===== config.mk =====
export PLATFORM = sky130hd
export DESIGN_NAME = i2c_mux_arbiter
export DESIGN_NICKNAME = d
export VERILOG_FILES = /design/src/rtl/i2c_mux_arbiter.sv
export SDC_FILE = /design/constraint.sdc
export NUM_CORES = 1
export LEC_CHECK = 0
export ABC_AREA = 1
export ABC_CLOCK_PERIOD_IN_PS = 1950
export CAP_MARGIN = 30
export CORE_AREA = 5 5 78 80
export DETAILED_ROUTE_END_ITERATION = 7
export DIE_AREA = 0 0 83 85
export PLACE_DENSITY = 0.81
export SLEW_MARGIN = 20
export SYNTH_ARGS = -nofsm -noshare
export SYNTH_HDL_FRONTEND = slang
export SYNTH_SLANG_ARGS = --single-unit
export TNS_END_PERCENT = 100

===== constraint.sdc =====
create_clock -name clock -period 1.95 [get_ports clock]
set_input_delay 0.39 -clock clock [delete_from_list [all_inputs] [get_ports clock]]
set_output_delay 0.39 -clock clock [all_outputs]
set_load 0.03 [all_outputs]

===== src/rtl/i2c_mux_arbiter.sv =====
// Round-robin arbiter sharing one TCA9546A mux driver (and the I2C bus behind it)
// among NUM_REQ requesters; reprograms the mux only when the winner's channel differs.
module i2c_mux_arbiter #(
    parameter int NUM_REQ = 4,
    parameter int TIMEOUT = 100000
) (
    input  logic                 clock,
    input  logic                 reset_n,
    input  logic [NUM_REQ-1:0]   req,
    input  logic [3*NUM_REQ-1:0] req_channel,
    output logic [NUM_REQ-1:0]   grant,
    output logic                 mux_update,
    output logic [2:0]           mux_channel,
    input  logic                 mux_busy,
    output logic [2:0]           cur_channel,
    output logic                 cur_valid,
    output logic                 timeout_err
);

    localparam int IDX_W = $clog2(NUM_REQ);
    localparam int CNT_W = $clog2(TIMEOUT + 1);
    localparam logic [IDX_W-1:0] LAST_IDX = IDX_W'(NUM_REQ - 1);
    localparam logic [CNT_W-1:0] CNT_LAST = CNT_W'(TIMEOUT - 1);

    typedef enum logic [2:0] {
        S_IDLE,
        S_DECIDE,
        S_SELECT,
        S_WAIT_HI,
        S_WAIT_LO,
        S_GRANT
    } state_t;

    state_t             state_q, state_d;
    logic [IDX_W-1:0]   winner_q, winner_d, rr_q, rr_d;
    logic [IDX_W-1:0]   pick_idx, scan_idx, winner_next;
    logic               pick_found;
    logic [2:0]         pick_chan;
    logic [2:0]         chan_q, chan_d, cur_channel_d;
    logic               cur_valid_d, timeout_err_d;
    logic [CNT_W-1:0]   cnt_q, cnt_d;
    logic [NUM_REQ-1:0] grant_d;

    // First active request at or above the round-robin pointer, wrapping around.
    always_comb begin
        pick_found = 1'b0;
        pick_idx   = '0;
        scan_idx   = rr_q;
        for (int i = 0; i < NUM_REQ; i++) begin
            if (!pick_found && req[scan_idx]) begin
                pick_found = 1'b1;
                pick_idx   = scan_idx;
            end
            scan_idx = (scan_idx == LAST_IDX) ? '0 : scan_idx + 1'b1;
        end
        pick_chan = '0;
        for (int i = 0; i < NUM_REQ; i++) begin
            if (pick_idx == IDX_W'(i)) pick_chan = req_channel[3*i +: 3];
        end
    end

    assign winner_next = (winner_q == LAST_IDX) ? '0 : winner_q + 1'b1;

    // NOTE: every signal gets its default first, so no path through the case can infer a latch.
    always_comb begin
        state_d       = state_q;
        winner_d      = winner_q;
        chan_d        = chan_q;
        rr_d          = rr_q;
        cnt_d         = cnt_q;
        cur_channel_d = cur_channel;
        cur_valid_d   = cur_valid;
        timeout_err_d = timeout_err;

        case (state_q)
            S_IDLE: begin
                if (pick_found) begin
                    winner_d = pick_idx;
                    chan_d   = pick_chan;
                    state_d  = S_DECIDE;
                end
            end
            S_DECIDE: begin
                if (!(cur_valid && cur_channel == chan_q)) begin
                    state_d = S_SELECT;
                end else if (req[winner_q]) begin
                    state_d = S_GRANT;
                end else begin
                    rr_d    = winner_next;
                    state_d = S_IDLE;
                end
            end
            S_SELECT: begin
                cur_valid_d = 1'b0;
                cnt_d       = '0;
                state_d     = S_WAIT_HI;
            end
            S_WAIT_HI: begin
                if (mux_busy) begin
                    cnt_d   = '0;
                    state_d = S_WAIT_LO;
                end else if (cnt_q == CNT_LAST) begin
                    timeout_err_d = 1'b1;
                    cur_valid_d   = 1'b0;
                    rr_d          = winner_next;
                    state_d       = S_IDLE;
                end else begin
                    cnt_d = cnt_q + 1'b1;
                end
            end
            S_WAIT_LO: begin
                if (!mux_busy) begin
                    cur_channel_d = chan_q;
                    cur_valid_d   = 1'b1;
                    // A requester that gave up mid-programming still leaves the mux cache valid.
                    if (req[winner_q]) begin
                        state_d = S_GRANT;
                    end else begin
                        rr_d    = winner_next;
                        state_d = S_IDLE;
                    end
                end else if (cnt_q == CNT_LAST) begin
                    timeout_err_d = 1'b1;
                    cur_valid_d   = 1'b0;
                    rr_d          = winner_next;
                    state_d       = S_IDLE;
                end else begin
                    cnt_d = cnt_q + 1'b1;
                end
            end
            S_GRANT: begin
                if (!req[winner_q]) begin
                    rr_d    = winner_next;
                    state_d = S_IDLE;
                end
            end
            default: state_d = S_IDLE;
        endcase

        grant_d = '0;
        for (int i = 0; i < NUM_REQ; i++) begin
            grant_d[i] = (state_d == S_GRANT) && (winner_d == IDX_W'(i));
        end
    end

    // NOTE: registers use non-blocking assignments so every flop samples pre-edge values together.
    always_ff @(posedge clock or negedge reset_n) begin
        if (!reset_n) begin
            state_q     <= S_IDLE;
            winner_q    <= '0;
            chan_q      <= '0;
            rr_q        <= '0;
            cnt_q       <= '0;
            grant       <= '0;
            mux_update  <= 1'b0;
            mux_channel <= '0;
            cur_channel <= '0;
            cur_valid   <= 1'b0;
            timeout_err <= 1'b0;
        end else begin
            state_q     <= state_d;
            winner_q    <= winner_d;
            chan_q      <= chan_d;
            rr_q        <= rr_d;
            cnt_q       <= cnt_d;
            grant       <= grant_d;
            mux_update  <= (state_d == S_SELECT);
            cur_channel <= cur_channel_d;
            cur_valid   <= cur_valid_d;
            timeout_err <= timeout_err_d;
            if (state_d == S_SELECT) mux_channel <= chan_d;
        end
    end

endmodule

# Word level (Yosys, flattened, before mapping)
# Index checks and enable logic that the tools add are counted.
# word_totals
register_bits	40
in_bits	19
output_inout_bits	13
elab_cells	122
# op_classes
n_addsub	5
order_cmp	5
muxes	56
bitwise_logic	1
n_eq_ne	22
reduce_logical	22
# op_table
operator	count
$mux W17	3
$pmux W17 S3	1
$mux W3	13
$mux W2	15
$pmux W3 S6	1
$add A17 B1 Y17 const B	1
$eq A17 B17 Y1 const B	1
$eq A2 B2 Y1 const B	8
$lt A2 B3 Y1 const B	5
$mux W1	15
$bmux W1 S2	5
$eq A3 B2 Y1 const B	3
$eq A3 B3 Y1 const B	3
$add A2 B1 Y2 const B	4
$logic_and A1 B1 Y1	8
$pmux W2 S4	1
$ne A2 B2 Y1 const B	3
$reduce_and A2 Y1	3
$reduce_and A3 Y1	2
$eq A2 B1 Y1 const B	2
$logic_not A2 Y1	2
$reduce_bool A4 Y1	1
$eq A3 B1 Y1 const B	1
$eq A3 B3 Y1	1
7 further kinds	9

# Logic depth before layout (Yosys ltp)
# logic_depth
word_depth	19
depth_mapped	19
ltp_nobuf	19

# Least setup slack after synthesis
# Ideal clock, no wire load.
# synth_path
path_kind	register to register
from	register rr_q[0]
to	register grant[3]
path_stages_with_launch	16
t_required_ns	1.825
setup_slack_ns	-0.140
arrival_ns	1.965
setup_time_ns	0.125
path_buffers	0
period_less_slack_ns	2.090
cell_sequence	dfrtp_1 ha_1 inv_2 nand2_1 nand2_1 nand2_1 nand2_2 inv_2 nand4_2 nand2_4 inv_2 or2_0 o21ai_2 inv_2 nand2_1 nor2_1
# synth_via
elab_chain_len	16
word_cells_on_any_way	38
cone_classes	add/sub: 3; eq/ne: 5; mux: 23; reduce/logical: 7
# synth_rtl
element	line	rtl
from (decl)	35	logic [IDX_W-1:0] winner_q, winner_d, rr_q, rr_d;
from (signal assigned)	164	rr_q <= rr_d;
branches (longest 12 deep; another with $add A2 B1 Y2)	-	
$mux W2 *	77	if (pick_found) begin
$mux W2 *	75	case (state_q)
named net winner_d[0]	35	
$eq A2 B2 Y1 *	142	grant_d[i] = (state_d == S_GRANT) && (winner_d == IDX_W'(i));
$logic_and A1 B1 Y1 *	142	
named net grant_d[3]	42	logic [NUM_REQ-1:0] grant_d;
to (signal assigned)	166	grant <= grant_d;
to (decl)	11	output logic [NUM_REQ-1:0] grant,
# Mark *: on every way through the listed nets, which the timed path passes. The select of a mux whose other input is x is not followed.
# A chain may end at the register's enable or synchronous reset.

# Worst setup path in the final report
# layout_path
from	register rr_q[0]
to	register mux_channel[0]
# layout_via
elab_chain_len	19
word_cells_on_any_way	44
cone_classes	add/sub: 3; eq/ne: 7; mux: 27; reduce/logical: 7
# layout_rtl
element	line	rtl
branches (longest 17 deep; another with $add A2 B1 Y2)	-	
$mux W3 *	77	
$mux W3 *	75	
named net chan_d[0]	39	logic [2:0] chan_q, chan_d, cur_channel_d;
to (signal assigned)	171	if (state_d == S_SELECT) mux_channel <= chan_d;
to (decl)	13	output logic [2:0] mux_channel,
# Marks and branches as above.

==> impl_metrics.yaml <==
placement:
  gp_congestion: 0.913
  dp_cells: 479
  pre_cts_slack_ns: -0.404
  port_buffers: 31
  hpwl_mm: 4.70
timing:
  relSlewSlack_pct: 47.0
  hold_viol_final: 0
  fin_skew_ns: 0.00483
  setup-tns-final_ns: -0.637
  max_freq_mhz: 479
  worst_slack_ns: -0.140
  period_share_pct: 107
  finalMaxSlewViolations: 0
  setup_violations: 10
  tightest_slew_ns: 0.795
  fin_crit_ns: 2.09
  rsz0062_at_grt: "yes"
cells_and_area:
  syn_to_final_growth_pct: 38.1
  drive_gt1_share_pct: 28.1
  fin_cells: 488
  nets: 437
  fin_util_pct: 65.2
  diodes: 0
setup_path:
  crit_required_ns: 2.14
  r2r_slack_ns: -0.14
  critPathSlowestCell: "dfrtp_2"
  cp.depth: 13
  max_stage_delay_ns: 0.44
  endpoint_kind: "flip-flop"
  cp_max_fo: 9
  critical_path.top_delay_family: "simple AND/OR/NAND/NOR gates"
  timing.rr.end: "mux_channel[0]$_DFFE_PN0N_"
  worstPathArrival_ns: 2.28
  critical_path_class: "reg2reg"
  cp-startpoint: "rr_q[0]$_DFFE_PN0P_"
  reg2reg_from: "rr_q[0]$_DFFE_PN0P_"
  reg2reg_depth: 13
  cp_common_cell: "nand2_1"
  cp_cell_sequence: "ha_4 > inv_4 > buf_4 > nand2_1 > nand2_1 > nand4_1 > nand3_4 > o21ai_2 > nand3_2 > nand2_1 > nand2_1 > nand2_1 > nand2_1"
  cp.buffers_inverters: 2
  critPathLaunchType: "flip-flop"
  crit_path_end: "mux_channel[0]$_DFFE_PN0N_"
clocking:
  clk_latency_ns: 0.29
  numCtsBuffers: 5
  clock-root-buffer: "clkbuf_8"
  path_clk_slew_ns: 0.08
  htree_levels: 2
  ctsHoldBuffers: 0
  cts_buffer_depth: 2
  cts_sinks: 40
  tritoncts: "built"
die:
  die-width_um: 83
  dieArea_mm2: 0.00706
  io_pins: 32
  rows: 27
  core_mm2: 0.00534
  start_util_pct: 47.2
  chipHeight_um: 85
global_route:
  overflow: 0
  grt_pass1_wl_mm: 10.7
  antenna_found_initial: 0
  grt_max_degree: 37
  grt_use_total_pct: 18.3
  grt_pass1_vias: 2388
synth:
  synth_edf_count: 0
  synth_ff_type: "dfrtp_1"
  synth_top_area_cell: "dfrtp_1"
  ys_warn_count: 0
  ys_seq_area_share_pct: 39.7
  avgSynthCellArea_um2: 7.35
  synth_area_leaders: "dfrtp_1 40%, nand2_1 13%, inv_1 7.0%, nand3_1 6.9%, nor2_1 4.3%"
  netlist_instances: 343
  synth_top_area_share_pct: 39.7
  syn_nets: 365
  syn_area_mm2: 0.00252
  synth_cell_type_count: 35
  synthArstFlopShare_pct: 100
  synth_seq_cells: 40
power:
  power_density_mw_per_mm2: 1690
  p_leak_uw: 0.00166
  worst_ir_drop_vdd_uv: 925
hold_path:
  hp-class: "in2async"
drt:
  drtPass1Iterations: 4
  first_iter_violations: 80
  wl_per_cell_um: 13.1
  vias: 2487
  routed_via_density: 5.10
  dr_wl_met2_mm: 3.39
  routedLengthMet1_mm: 2.68
  ant_nets: 0
  drt-total-wl_mm: 6.41
  drc_errors: 0
  topRoutingLayerUsed: "met4"
  wl_met3_um: 227
flow_run:
  cap_violations: 0
status:
  status: "finished with violations"
  failed_checks: "negative setup slack"
## sequential cells by signal, summed over array words and instances, names as in the netlist
name / cells
mux_channel: 3
rr_q: 2
mux_update: 1
state_q: 3
timeout_err: 1
winner_q: 2
cur_channel: 3
cnt_q: 17
grant: 4
cur_valid: 1
chan_q: 3
## area by class of cell
cell class | instances | area, um2
Clock inverter | 2 | 10.0
Tap cell | 72 | 90.1
Multi-Input combinational cell | 248 | 1510
Inverter | 55 | 221
Timing Repair Buffer | 65 | 568
Clock buffer | 6 | 82.6
Fill cell | 462 | 1860
Sequential cell | 40 | 1000
## power breakdown
group          internal, uW  switching (uW)  leakage, uW  total (uW)
combinational          1610            2460      0.00108        4070
clock                   282             283    0.0000510         566
sequential             1050             208     0.000531        1250
total                  2940            2950      0.00166        5890
## stage by stage
stage / hold slack [ns] / power (uW) / area (um2)
detailed placement: 0.471 / 4760 / 3210
global route: 0.243 / 6340 / 3480
floorplan: 0.0944 / 3520 / 2560
global placement: 0.471 / 4650 / 3210
finish: 0.178 / 5890 / 3480
CTS: 0.205 / 5490 / 3350
## per-layer routing
| layer | up-vias | GRT usage, % |
|---|---|---|
| met4 | 0 | 4.61 |
| met5 | - | 0 |
| met1 | 1157 | 20.9 |
| met3 | 13 | 4.47 |
| li1 | 1257 | - |
| met2 | 60 | 34.4 |
## how the worst min path moves through the flow
stage	start	endpoint	slack (ns)	cells past startpoint
floorplan	reset_n	chan_q[0]$_DFF_PN0_	0.09	0
global placement	timeout_err$_DFFE_PN0P_	timeout_err$_DFFE_PN0P_	0.47	1
detailed placement	mux_channel[0]$_DFFE_PN0N_	mux_channel[0]$_DFFE_PN0N_	0.47	2
CTS	reset_n	mux_update$_DFF_PN0_	0.20	1
global route	reset_n	cur_channel[1]$_DFFE_PN0P_	0.24	1
finish	reset_n	chan_q[0]$_DFF_PN0_	0.18	1
## cell usage after synthesis, types with 2 or more instances
cell	instances
nand2_1	85
inv_1	47
dfrtp_1	40
nand3_1	35
nor2_1	29
o21ai_0	13
a21oi_1	12
nor3_1	11
inv_2	7
nand2_2	6
nand3_2	6
nand4_1	6
xor2_1	6
nor2_2	5
o21ai_1	5
nand2_4	4
ha_1	3
a211oi_1	2
a31oi_1	2
nor4_1	2
o211ai_1	2
or2_2	2
## cell usage in the layout, fill, tap and decap left out, types with 4 or more instances in the layout
cell type	synthesis	layout
xor2_1	6	6
nor2_1	29	24
nand2_4	4	6
nand4_1	6	6
o21ai_0	13	11
inv_2	7	5
nand2_1	85	74
nor2_4	1	4
clkdlybuf4s50_1	0	30
inv_4	1	6
nand2_2	6	15
a21oi_1	12	11
dfrtp_1	40	39
nand3_1	35	23
nor3_1	11	11
clkbuf_8	0	6
o21ai_1	5	5
nand3_2	6	16
inv_1	47	44
nor2_2	5	7
buf_4	0	32
## what timing repair did
| action | 4_1_cts | 5_1_grt |
|---|---|---|
| endpoints found under the hold margin | 0 | 0 |
| pin swaps | 5 | 2 |
| setup buffers | 0 | 1 |
| setup endpoints to repair | 13 | 29 |
| resized for setup | 15 | 33 |
## cells by family (layout without fill, tap and decap cells)
logic type	count (synthesis)	count (layout)	synth area share, %
fa+ha+maj	3	3	1.49
simple gates	199	199	39.4
flops	40	40	39.7
xor+xnor	7	7	2.43
buf+inv	55	128	8.29
compound gates	39	39	8.68
No activity file was read; power rests on OpenSTA's default activity.
